==> src/rtl/ifetch_ctrl.sv <==
// Fetch sequencer: owns the fetch PC, buffers fetched words in a small prefetch queue,
// handles decode stalls, redirect flushes and HALT. Optional trace: define IFETCH_TRACE_EN.
module ifetch_ctrl #(
  parameter logic [15:0] RESET_PC  = 16'h0000,
  parameter logic [15:0] HALT_WORD = 16'hFFFF,
  parameter int          QDEPTH    = 2
) (
  input  logic        clk_pi,
  input  logic        reset_n_pi,
  output logic [15:0] imem_pc_po,
  input  logic [15:0] imem_instr_pi,
  input  logic        stall_pi,
  input  logic        redirect_pi,
  input  logic [15:0] redirect_pc_pi,
  output logic [15:0] instr_po,
  output logic [15:0] instr_pc_po,
  output logic        instr_valid_po,
  output logic        halted_po
);

  localparam int PW = $clog2(QDEPTH);
  localparam int CW = PW + 1;
  localparam logic [CW-1:0] FULL_CNT = CW'(QDEPTH);

  typedef enum logic [1:0] {ST_RUN, ST_HALT_PEND, ST_HALTED} state_t;

  state_t        r_state, w_state_next;
  logic [15:0]   r_q_pc    [QDEPTH];
  logic [15:0]   r_q_instr [QDEPTH];
  logic [PW-1:0] r_head, r_tail, w_head_next, w_tail_next;
  logic [CW-1:0] r_count, w_count_next, w_count_after_pop;
  logic [15:0]   r_fetch_pc, w_fetch_pc_next, w_redirect_target;
  logic [15:0]   r_instr, r_instr_pc, w_instr_next, w_instr_pc_next;
  logic          r_valid, w_valid_next;
  logic          w_pop, w_push, w_push_halt, w_redirect;

  assign w_redirect_target = redirect_pc_pi & 16'hFFFE;
  assign w_redirect        = redirect_pi && (r_state != ST_HALTED);
  assign w_pop             = r_valid && !stall_pi && !w_redirect;
  assign w_count_after_pop = r_count - CW'(w_pop);
  // A same-cycle pop frees a slot, so a full queue still accepts a push while draining.
  assign w_push            = (r_state == ST_RUN) && !w_redirect && (w_count_after_pop != FULL_CNT);
  assign w_push_halt       = w_push && (imem_instr_pi == HALT_WORD);

  always_comb begin
    w_state_next    = r_state;
    w_fetch_pc_next = r_fetch_pc;
    w_head_next     = r_head;
    w_tail_next     = r_tail;
    w_count_next    = w_count_after_pop + CW'(w_push);
    w_instr_next    = r_instr;
    w_instr_pc_next = r_instr_pc;
    if (w_redirect) begin
      w_state_next    = ST_RUN;
      w_fetch_pc_next = w_redirect_target;
      w_head_next     = '0;
      w_tail_next     = '0;
      w_count_next    = '0;
    end else begin
      if (w_pop) w_head_next = r_head + 1'b1;
      if (w_push) begin
        w_tail_next = r_tail + 1'b1;
        if (w_push_halt) w_state_next = ST_HALT_PEND;
        else             w_fetch_pc_next = r_fetch_pc + 16'd2;
      end
      // While HALT is pending nothing is pushed, so the last remaining entry is the HALT word.
      if ((r_state == ST_HALT_PEND) && w_pop && (r_count == CW'(1))) w_state_next = ST_HALTED;
      if (w_count_after_pop != '0) begin
        w_instr_next    = r_q_instr[w_head_next];
        w_instr_pc_next = r_q_pc[w_head_next];
      end else if (w_push) begin
        w_instr_next    = imem_instr_pi;
        w_instr_pc_next = r_fetch_pc;
      end
    end
    w_valid_next = (w_count_next != '0) && (w_state_next != ST_HALTED);
  end

  always_ff @(posedge clk_pi) begin
    if (!reset_n_pi) begin
      r_state    <= ST_RUN;
      r_fetch_pc <= RESET_PC & 16'hFFFE;
      r_head     <= '0;
      r_tail     <= '0;
      r_count    <= '0;
      r_instr    <= '0;
      r_instr_pc <= '0;
      r_valid    <= 1'b0;
    end else begin
      r_state    <= w_state_next;
      r_fetch_pc <= w_fetch_pc_next;
      r_head     <= w_head_next;
      r_tail     <= w_tail_next;
      r_count    <= w_count_next;
      r_instr    <= w_instr_next;
      r_instr_pc <= w_instr_pc_next;
      r_valid    <= w_valid_next;
    end
  end

  always_ff @(posedge clk_pi) begin
    if (reset_n_pi && w_push) begin
      r_q_pc[r_tail]    <= r_fetch_pc;
      r_q_instr[r_tail] <= imem_instr_pi;
    end
  end

`ifdef IFETCH_TRACE_EN
  always_ff @(posedge clk_pi) begin
    if (reset_n_pi && w_push)
      $display("IFETCH: Time:%3d PC: %2d Instruction: %x", $time, r_fetch_pc, imem_instr_pi);
    if (reset_n_pi && w_redirect)
      $display("IFETCH: Time:%3d flush, redirect to PC: %2d", $time, w_redirect_target);
  end
`endif

  assign imem_pc_po     = r_fetch_pc;
  assign instr_po       = r_instr;
  assign instr_pc_po    = r_instr_pc;
  assign instr_valid_po = r_valid;
  assign halted_po      = (r_state == ST_HALTED);

endmodule

==> config.mk <==
export PLATFORM = sky130hd
export DESIGN_NAME = ifetch_ctrl
export DESIGN_NICKNAME = d
export VERILOG_FILES = /design/src/rtl/ifetch_ctrl.sv
export SDC_FILE = /design/constraint.sdc
export NUM_CORES = 1
export LEC_CHECK = 0
export CAP_MARGIN = 20
export CORE_AREA = 2 2 108 110
export CTS_BUF_LIST = sky130_fd_sc_hd__clkbuf_8
export CTS_CLUSTER_SIZE = 28
export DETAILED_ROUTE_END_ITERATION = 16
export DIE_AREA = 0 0 110 112
export PLACE_DENSITY = 0.67
export SYNTH_ARGS = -nofsm -noshare
export SYNTH_HDL_FRONTEND = slang
export SYNTH_SLANG_ARGS = --single-unit
export TNS_END_PERCENT = 30
==> constraint.sdc <==
create_clock -name clk_pi -period 5.1 [get_ports clk_pi]
set_input_delay 0.51 -clock clk_pi [delete_from_list [all_inputs] [get_ports clk_pi]]
set_output_delay 0.51 -clock clk_pi [all_outputs]
set_load 0.02 [all_outputs]
==> flow_summary.ini, run 1 <==
[power_and_ir_drop]
finalPower_w = 0.00212
pwr-share-comb_pct = 12.2
p_sw_w = 0.000528
p_leak_nw = 2.21
powerDensity_nw_per_um2 = 354
p_sw_share_pct = 24.9
pwr-share-seq_pct = 50.1
cellInternalPower_w = 0.00160
clkPwrFrac_pct = 37.7
peakVddDrop_v = 0.000191

[yosys]
netlist_area_um2 = 4720
ys_types = 50
async_flop_share_pct = 0
postSynthAreaPerCell_um2 = 12.2
yosys_warnings = 0
synth_ff_type = edfxtp_1
yosysSeqAreaShare_pct = 62.0
ys_ff_latch = 115
synth_edf_count = 62
synth.top_cell.area_share_pct = 39.5
synth_area_leaders = edfxtp_1 (39%), dfxtp_1 (22%), mux2i_1 (6.8%)
netlist_instances = 387
synth_top_area_cell = edfxtp_1

[timing]
finalMaxSlewViolations = 0
tightest_slew_ns = 1.08
rsz0062_at_grt = false
setup_total_negative_slack_ns = 0
period_minus_slack_ns = 3.14
fmax_ghz = 0.319
hold_violations = 0
setup_viol = 0
min_period_over_period_pct = 61.5
clock_skew_ns = 0.00954
relSlewSlack_pct = 28.3

[placed_design]
dp_hpwl_mm = 6.67
gp_congestion = 0.786
io_buffers = 82

[route]
drt-total-wl_mm = 10.4
via_per_inst = 5.38
postRouteAntennaNets = 0
vias = 3347
drc = 0
wl_per_cell_um = 16.8
dr.pass1.iters = 4
drtIter0Drc = 156

[clock_tree]
clkSlewWorstSetupHoldPaths_ns = 0.06
clock_sinks = 115
cts_buffers = 17
clock_latency_ns = 0.41
post-cts-setup-buffers = 0
htreeDepth = 4
hold_buffers = 0
cts_tree = built
clockBufferDepth = 2
cts-resized-gates = 0
cts-root-buf = clkbuf_8

[die]
ioPinCount = 86
dieWidth_um = 110
rows = 39
core_um2 = 11200
die_h_um = 112
start_util_pct = 42.2
die_area_um2 = 12300

[global_route]
grt_max_degree = 33
track_usage_pct = 17.6
grt_pass1_wl_mm = 16.6
grt_overflow_total = 0
first_global_vias = 3301
antenna_found_initial = 0

[worst_setup_path]
r2r-start = r_state[1]$_SDFF_PN0_
arrival_ns = 3.23
reg2reg_depth = 6
path_cells = clkdlybuf4s50_1, a21oi_2, ha_1, a21oi_4, and3_1, buf_4
setup.worst_path.start_class = input pin
critPathKind = in -> reg
worstPathMaxFanout = 19
worstSetupPathDepth = 6
cpLargestDelayFamily = buffers and inverters
critical_path_buf_inv_count = 2
startpoint = redirect_pi
critPathCapture = r_q_pc[1][14]$_DFFE_PP_
critPathSlowestCell = clkdlybuf4s50_1
end_kind = flip-flop
crit_required_ns = 5.19
r2r-end = r_q_pc[1][14]$_DFFE_PP_
ff2ff_setup_slack_ns = 2.02
slowest_delay_ns = 0.65

[finish]
layout_commonest_cell = clkdlybuf4s50_1
diodes = 0
layout_common_cells = clkdlybuf4s50_1 (82), edfxtp_1 (62), dfxtp_1 (53)
drive_above_1_share_pct = 9.81
nets = 505
area_growth_syn_to_layout_pct = 27.1

[min_path]
hp-start = instr_po[4]$_SDFFE_PN0P_
hp-class = reg -> reg

[run_status]
status = complete, no violations

[job]
drv_cap = 0
Yosys cell counts (all sizes together), types with 2 or more instances:
cell type / n
o21ai: 35
edfxtp: 62
a31oi: 4
nor3: 6
xnor2: 3
nand4: 8
nand2b: 4
o211ai: 4
ha: 2
or3: 2
a21o: 5
and3: 3
a211oi: 2
nand3: 7
clkbuf: 8
a21oi: 18
and2: 2
nand2: 20
o32ai: 4
a22oi: 36
nor2: 22
inv: 5
o31ai: 7
dfxtp: 53
buf: 19
mux2i: 32
registers in the layout, indices dropped and copies added (netlist names), 2 cells and up:
name,flops
imem_pc_po,15
instr_pc_po,15
instr_po,16
r_count,2
r_q_instr,32
r_q_pc,30
r_state,2
worst min path at each step:
stage                                end  slack (ns)  cells after the start
2_1_floorplan  instr_po[11]$_SDFFE_PN0P_        0.48                      2
3_3_place_gp    instr_po[4]$_SDFFE_PN0P_        0.47                      2
3_5_place_dp    instr_po[5]$_SDFFE_PN0P_        0.48                      2
4_1_cts         instr_po[4]$_SDFFE_PN0P_        0.50                      2
5_1_grt         instr_po[9]$_SDFFE_PN0P_        0.51                      2
6_report        instr_po[4]$_SDFFE_PN0P_        0.49                      2
cells by family (layout without fill, tap and decap cells):
group | Yosys count | after routing | share of synthesized area [%]
AO/OA/AOI/OAI | 119 | 119 | 17.0
flip-flops | 115 | 115 | 62.0
AND/OR/NAND/NOR | 81 | 81 | 8.59
multiplexers | 33 | 33 | 7.11
buffers and inverters | 33 | 124 | 3.98
XOR/XNOR | 3 | 3 | 0.716
adder cells (fa/ha/maj) | 2 | 2 | 0.530
other | 1 | 2 | 0.0795
layout make-up:
type,count,area (um^2)
multi-input combinational,240,1640
sequential,115,2920
tap,143,179
fill,997,5180
clock buffer,19,262
clock inverter,12,114
inverter,6,22.5
timing repair buffer,87,858
through the flow:
step	area [um^2]	setup WS [ns]	hold WS (ns)	utilization, %	cells
4_1_cts	6000	1.96	0.497	53.7	622
6_report	6000	1.96	0.488	53.7	622
2_1_floorplan	4720	1.88	0.482	-	388
5_1_grt	6000	1.77	0.515	53.7	622
3_5_place_dp	5620	1.52	0.481	50.3	591
3_3_place_gp	5620	1.56	0.474	50.3	591
routing by layer:
layer	global-route usage [%]	vias to the layer above	share of wire, %
li1	-	1637	-
met1	23.4	1599	46
met2	28.1	99	47
met3	4.45	12	6.1
met4	5.74	0	0.93
met5	0	-	0
tightest hold or removal path: stages (launching register included):
cell and delay [ns]:
dfxtp_1 0.32, a22oi_1 0.07, o21ai_0 0.06
power groups by stage:
stage / sequential (W) / clock (W) / combinational [W]
after detailed placement: 0.00109 / 0 / 0.000261
after global placement: 0.00108 / 0 / 0.000257
after global routing: 0.00107 / 0.000848 / 0.000282
after CTS: 0.00107 / 0.000815 / 0.000262
final: 0.00106 / 0.000800 / 0.000259
after floorplan: 0.00111 / 0 / 0.000114
(Power assumes the default switching activity.)
==> run 2, diff against run 1 <==
- PLACE_DENSITY: 0.67 -> 0.69
- clock period: 5.1 -> 2.5 ns (I/O delays scaled with it)
==> run 2 against run 1 <==
Critical path depth increased by 2. First-iteration DRC count increased by 47%. Clock skew is 0.0072 ns higher. Clock-buffer cell count fell by 2. Clock power grew 120%. Sequential power is 100% higher. Via count grew 3.3%. Worst setup slack lost 1.7 ns. Non-clock buffer count up 13. Cell count increased by 2.3%. Flip-flop and latch count is the same. Critical path type is now reg -> reg. Critical endpoint is now imem_pc_po[10]$_SDFFE_PN0P_. Largest power group unchanged.
==> flow_summary.ini, run 2 (synthesis results as in run 1) <==
[finish]
drive_above_1_share_pct = 12.0
nets = 518
layout_commonest_cell = clkdlybuf4s50_1
top_register = r_q_instr
final_area_um2 = 6190
layout_common_cells = clkdlybuf4s50_1 (82), edfxtp_1 (62), dfxtp_1 (53)
largest_register_ffs = 32
register_area_um2 = 2920
diodes = 0
multi_input_area_um2 = 1640
area_growth_syn_to_layout_pct = 31.2
fillers = 943
post-route-util_pct = 55.4

[worst_setup_path]
crit_required_ns = 2.83
critPathCapture = imem_pc_po[10]$_SDFFE_PN0P_
reg2reg_depth = 8
end_kind = flip-flop
arrival_ns = 2.61
startpoint = r_state[1]$_SDFF_PN0_
r2r-start = r_state[1]$_SDFF_PN0_
setup.worst_path.start_class = flip-flop
worstPathMaxFanout = 26
r2r-end = imem_pc_po[10]$_SDFFE_PN0P_
critPathKind = reg -> reg
ff2ff_setup_slack_ns = 0.22

[placed_design]
dp_hpwl_mm = 6.99
io_buffers = 82
gp_congestion = 0.835
postPlaceCellArea_um2 = 5780

[clock_tree]
clock_sinks = 115
clkSlewWorstSetupHoldPaths_ns = 0.07
cts_buffers = 17
clockBufferDepth = 2
cts_tree = built
cts-root-buf = clkbuf_8
htreeDepth = 4
post-cts-setup-buffers = 0
hold_buffers = 0
clock_latency_ns = 0.40
cts-resized-gates = 0

[die]
ioPinCount = 86
rows = 39
core_um2 = 11200
die_area_um2 = 12300
dieWidth_um = 110
die_h_um = 112
start_util_pct = 42.2

[run_status]
status = complete, no violations

[power_and_ir_drop]
p_leak_nw = 2.33
peakVddDrop_v = 0.000367
powerDensity_nw_per_um2 = 727
finalPower_w = 0.00450

[job]
drv_cap = 0

[route]
dr.pass1.iters = 4
vias = 3458
wl_per_cell_um = 17.1
drc = 0
drt-total-wl_mm = 10.9
via_per_inst = 5.44
drtIter0Drc = 229
postRouteAntennaNets = 0

[global_route]
grt_max_degree = 33
grt_overflow_total = 0
antenna_found_initial = 0
track_usage_pct = 18.1
grt_pass1_wl_mm = 17.2
first_global_vias = 3482

[timing]
relSlewSlack_pct = 56.9
clock_skew_ns = 0.0167
min_period_over_period_pct = 91.2
fmax_ghz = 0.439
period_minus_slack_ns = 2.28
hold_violations = 0
setup_viol = 0
tightest_slew_ns = 0.638
finalMaxSlewViolations = 0
rsz0062_at_grt = false

[min_path]
hp-class = reg -> reg
[run 2: cell types whose count changed in the layout (fill, tap and decap cells not counted)]
cell	previous run	this run
buf_12	0	5
buf_4	5	13
bufinv_16	2	4
clkbuf_8	19	17
clkinv_1	4	2
clkinv_4	0	1
clkinvlp_4	3	1
inv_1	5	9
[run 2: report_power, final]
part | total, W | leakage (nW) | internal (W) | switching, W
logic | 0.000564 | 1.09 | 0.000269 | 0.000295
clock network | 0.00176 | 0.222 | 0.00106 | 0.000699
registers | 0.00217 | 1.01 | 0.00210 | 0.0000760
[run 2: stage by stage]
step           std cells  setup WS [ns]  hold WS (ns)  TNS (ns)
4_1_cts              636          0.243         0.460         0
2_1_floorplan        388         -0.140         0.349     -4.33
3_5_place_dp         604          0.107         0.482         0
5_1_grt              636         0.0672         0.470         0
3_3_place_gp         604          0.127         0.472         0
6_report             636          0.221         0.489         0
[run 2: how the worst min path moves through the flow]
stage,slack (ns),cells past startpoint,endpoint,start
after floorplan,0.35,0,r_q_instr[0][0]$_DFFE_PP_,imem_instr_pi[0]
after global placement,0.47,2,instr_po[4]$_SDFFE_PN0P_,instr_po[4]$_SDFFE_PN0P_
after detailed placement,0.48,2,instr_po[4]$_SDFFE_PN0P_,instr_po[4]$_SDFFE_PN0P_
after CTS,0.46,4,imem_pc_po[15]$_SDFFE_PN0P_,redirect_pc_pi[15]
after global routing,0.47,4,imem_pc_po[15]$_SDFFE_PN0P_,redirect_pc_pi[15]
final,0.49,2,instr_po[4]$_SDFFE_PN0P_,instr_po[4]$_SDFFE_PN0P_
[run 2: metal layers]
layer	track usage (%)	wire length, um	vias to the layer above
li1	-	-	1660
met1	23.6	4850	1681
met2	29.2	5400	113
met3	5.04	588	4
met4	5.15	38	0
met5	0	0	-
[run 2: layout make-up]
cell class                 instances  share of cell area [%]
sequential                       115                    47.2
multi-input combinational        240                    26.5
timing repair buffer             100                    16.5
clock buffer                      17                    3.78
tap                              143                    2.89
clock inverter                    15                    2.83
inverter                           6                   0.364
[run 2: critical path, cell delays in order (launching register included)]
cell	delay, ns
dfxtp_1	0.47
nand2b_1	0.15
a21oi_2	0.18
ha_1	0.30
a21oi_4	0.19
mux2_4	0.44
buf_4	0.20
a21o_1	0.15
a21oi_1	0.13
==> run 3, diff against run 2 <==
- ABC_AREA: default -> 1
- CORE_AREA: 2 2 108 110 -> 2 2 159 83
- DIE_AREA: 0 0 110 112 -> 0 0 161 85
- PLACE_DENSITY: 0.69 -> 0.68
==> run 3 against run 2 <==
Largest cell class unchanged. Die area grew 11%. Combinational power grew 15%. Largest power group unchanged. Synthesized cell count grew 62%. Critical path depth grew 4. Global-route usage grew 2.7 points.
==> flow_summary.ini, run 3 <==
[worst_setup_path]
path_cells = inv_2, nand2_1, nand2_2, nand3_1, inv_1, ha_1, inv_1, nor2_2, a21oi_2, inv_2, a21oi_1, a21oi_1
end_kind = flip-flop
critPathKind = reg -> reg
slowest_delay_ns = 0.45
critical_path_buf_inv_count = 4
r2r-start = r_state[0]$_SDFF_PN0_
r2r-end = instr_pc_po[9]$_SDFFE_PN0P_
setup.worst_path.start_class = flip-flop
crit_required_ns = 2.86
critPathCapture = instr_pc_po[9]$_SDFFE_PN0P_
arrival_ns = 2.61
reg2reg_depth = 12
worstPathMaxFanout = 31
cpLargestDelayFamily = buffers and inverters
startpoint = r_state[0]$_SDFF_PN0_
critPathSlowestCell = inv_2
worstSetupPathDepth = 12
ff2ff_setup_slack_ns = 0.25

[timing]
hold_violations = 0
relSlewSlack_pct = 59.6
min_period_over_period_pct = 90.2
setup_viol = 0
fmax_ghz = 0.444
rsz0062_at_grt = false
period_minus_slack_ns = 2.25
setup_total_negative_slack_ns = 0
finalMaxSlewViolations = 0
clock_skew_ns = 0.00959
tightest_slew_ns = 0.605

[yosys]
synth_edf_count = 62
synth.top_cell.area_share_pct = 35.9
synth_top_area_cell = edfxtp_1
synth_ff_type = edfxtp_1
netlist_instances = 628
ys_ff_latch = 115
async_flop_share_pct = 0
ys_types = 25
synth_area_leaders = edfxtp_1 (36%), dfxtp_1 (20%), nand2_1 (10%)
netlist_area_um2 = 5190
synth_most_common_cell = nand2_1
postSynthAreaPerCell_um2 = 8.26
yosys_warnings = 0
yosysSeqAreaShare_pct = 56.4
ys_top_cells_by_count = nand2_1 (144), inv_1 (91), a21oi_1 (75), edfxtp_1 (62), dfxtp_1 (53)

[clock_tree]
clock_latency_ns = 0.44
clkSlewWorstSetupHoldPaths_ns = 0.07
clock_sinks = 115
clockBufferDepth = 2
hold_buffers = 0
htreeDepth = 4
cts_buffers = 17
cts_tree = built
cts-root-buf = clkbuf_8

[route]
dr.pass1.iters = 5
drtIter0Drc = 394
drt-total-wl_mm = 13.8
wl_per_cell_um = 15.4
vias = 4576
postRouteAntennaNets = 0
via_per_inst = 5.08
drc = 0

[global_route]
grt_max_degree = 41
grt_pass1_wl_mm = 21.9
track_usage_pct = 20.8
antenna_found_initial = 0
first_global_vias = 4305
grt_overflow_total = 0

[finish]
layout_commonest_cell = nand2_1
diodes = 0
area_growth_syn_to_layout_pct = 29.9
nets = 755
largest_register_ffs = 32
post-route-util_pct = 54.6
drive_above_1_share_pct = 8.77
layout_common_cells = nand2_1 (143), inv_1 (95), clkdlybuf4s50_1 (82)
top_register = r_q_instr

[power_and_ir_drop]
finalPower_w = 0.00487
powerDensity_nw_per_um2 = 723
peakVddDrop_v = 0.000377
p_leak_nw = 2.81

[run_status]
status = complete, no violations

[die]
rows = 29
die_area_um2 = 13700
start_util_pct = 42.0
core_um2 = 12300
ioPinCount = 86
dieWidth_um = 161
die_h_um = 85

[min_path]
hp-class = in -> reg

[placed_design]
io_buffers = 82
dp_hpwl_mm = 9.06
gp_congestion = 0.886

[job]
drv_cap = 0
## run 3: per-layer routing
metal | vias up | wire length (um) | global-route usage (%)
met3 | 15 | 1060 | 5.43
met4 | 0 | 146 | 6.49
met1 | 2166 | 6700 | 29.7
li1 | 2220 | - | -
met2 | 175 | 5920 | 31.2
met5 | - | 0 | 0
## run 3: worst min path at each step
| stage | from | endpoint | slack [ns] | depth (start not counted) |
|---|---|---|---|---|
| after CTS | redirect_pc_pi[10] | imem_pc_po[10]$_SDFFE_PN0P_ | 0.45 | 5 |
| final | redirect_pc_pi[10] | imem_pc_po[10]$_SDFFE_PN0P_ | 0.46 | 5 |
| after floorplan | imem_instr_pi[0] | r_q_instr[0][0]$_DFFE_PP_ | 0.35 | 0 |
| after detailed placement | r_tail$_SDFFE_PP0N_ | r_tail$_SDFFE_PP0N_ | 0.48 | 2 |
| after global routing | imem_instr_pi[15] | r_q_instr[0][15]$_DFFE_PP_ | 0.46 | 1 |
| after global placement | r_tail$_SDFFE_PP0N_ | r_tail$_SDFFE_PP0N_ | 0.45 | 2 |
## run 3: worst register-to-register path, stage by stage (launching register included)
cell     delay, ns
dfxtp_1       0.33
inv_2         0.05
nand2_1       0.14
nand2_2       0.08
nand3_1       0.12
inv_1         0.08
ha_1          0.32
inv_1         0.07
nor2_2        0.16
a21oi_2       0.09
inv_2         0.45
a21oi_1       0.09
a21oi_1       0.20
## run 3: final cells by class
| class | count | area, um^2 |
|---|---|---|
| clock buffers | 17 | 234 |
| repair buffers | 100 | 1010 |
| well taps | 170 | 213 |
| flip-flops and latches | 115 | 2920 |
| fillers | 1147 | 5600 |
| multi-input cells | 387 | 1780 |
| inverters | 96 | 360 |
| clock inverters | 15 | 223 |
## run 3: power by group
part           total (W)  switching [W]  internal, W
logic           0.000648       0.000373     0.000275
registers        0.00218      0.0000833      0.00210
clock network    0.00204       0.000774      0.00126
## run 3: cells by family after synthesis
family | after synthesis | share of synthesized area (%)
compound gates | 127 | 12.5
fa+ha+maj | 2 | 0.482
simple gates | 254 | 20.4
flops | 115 | 56.4
xor+xnor | 2 | 0.338
buf+inv | 127 | 9.82
other cells | 1 | 0.0723
## run 3: what timing repair did
item,4_1_cts,5_1_grt
resized for setup,0,1
buffers inserted,0,2
endpoints found under the setup margin,0,1
## run 3: stage by stage
stage	setup WS, ns	instance area [um^2]	hold slack [ns]	cells
2_1_floorplan	-0.0506	5200	0.349	629
3_3_place_gp	0.0197	6250	0.451	866
3_5_place_dp	-0.0245	6250	0.481	866
4_1_cts	0.246	6710	0.450	898
5_1_grt	0.0460	6740	0.462	900
6_report	0.245	6740	0.461	900
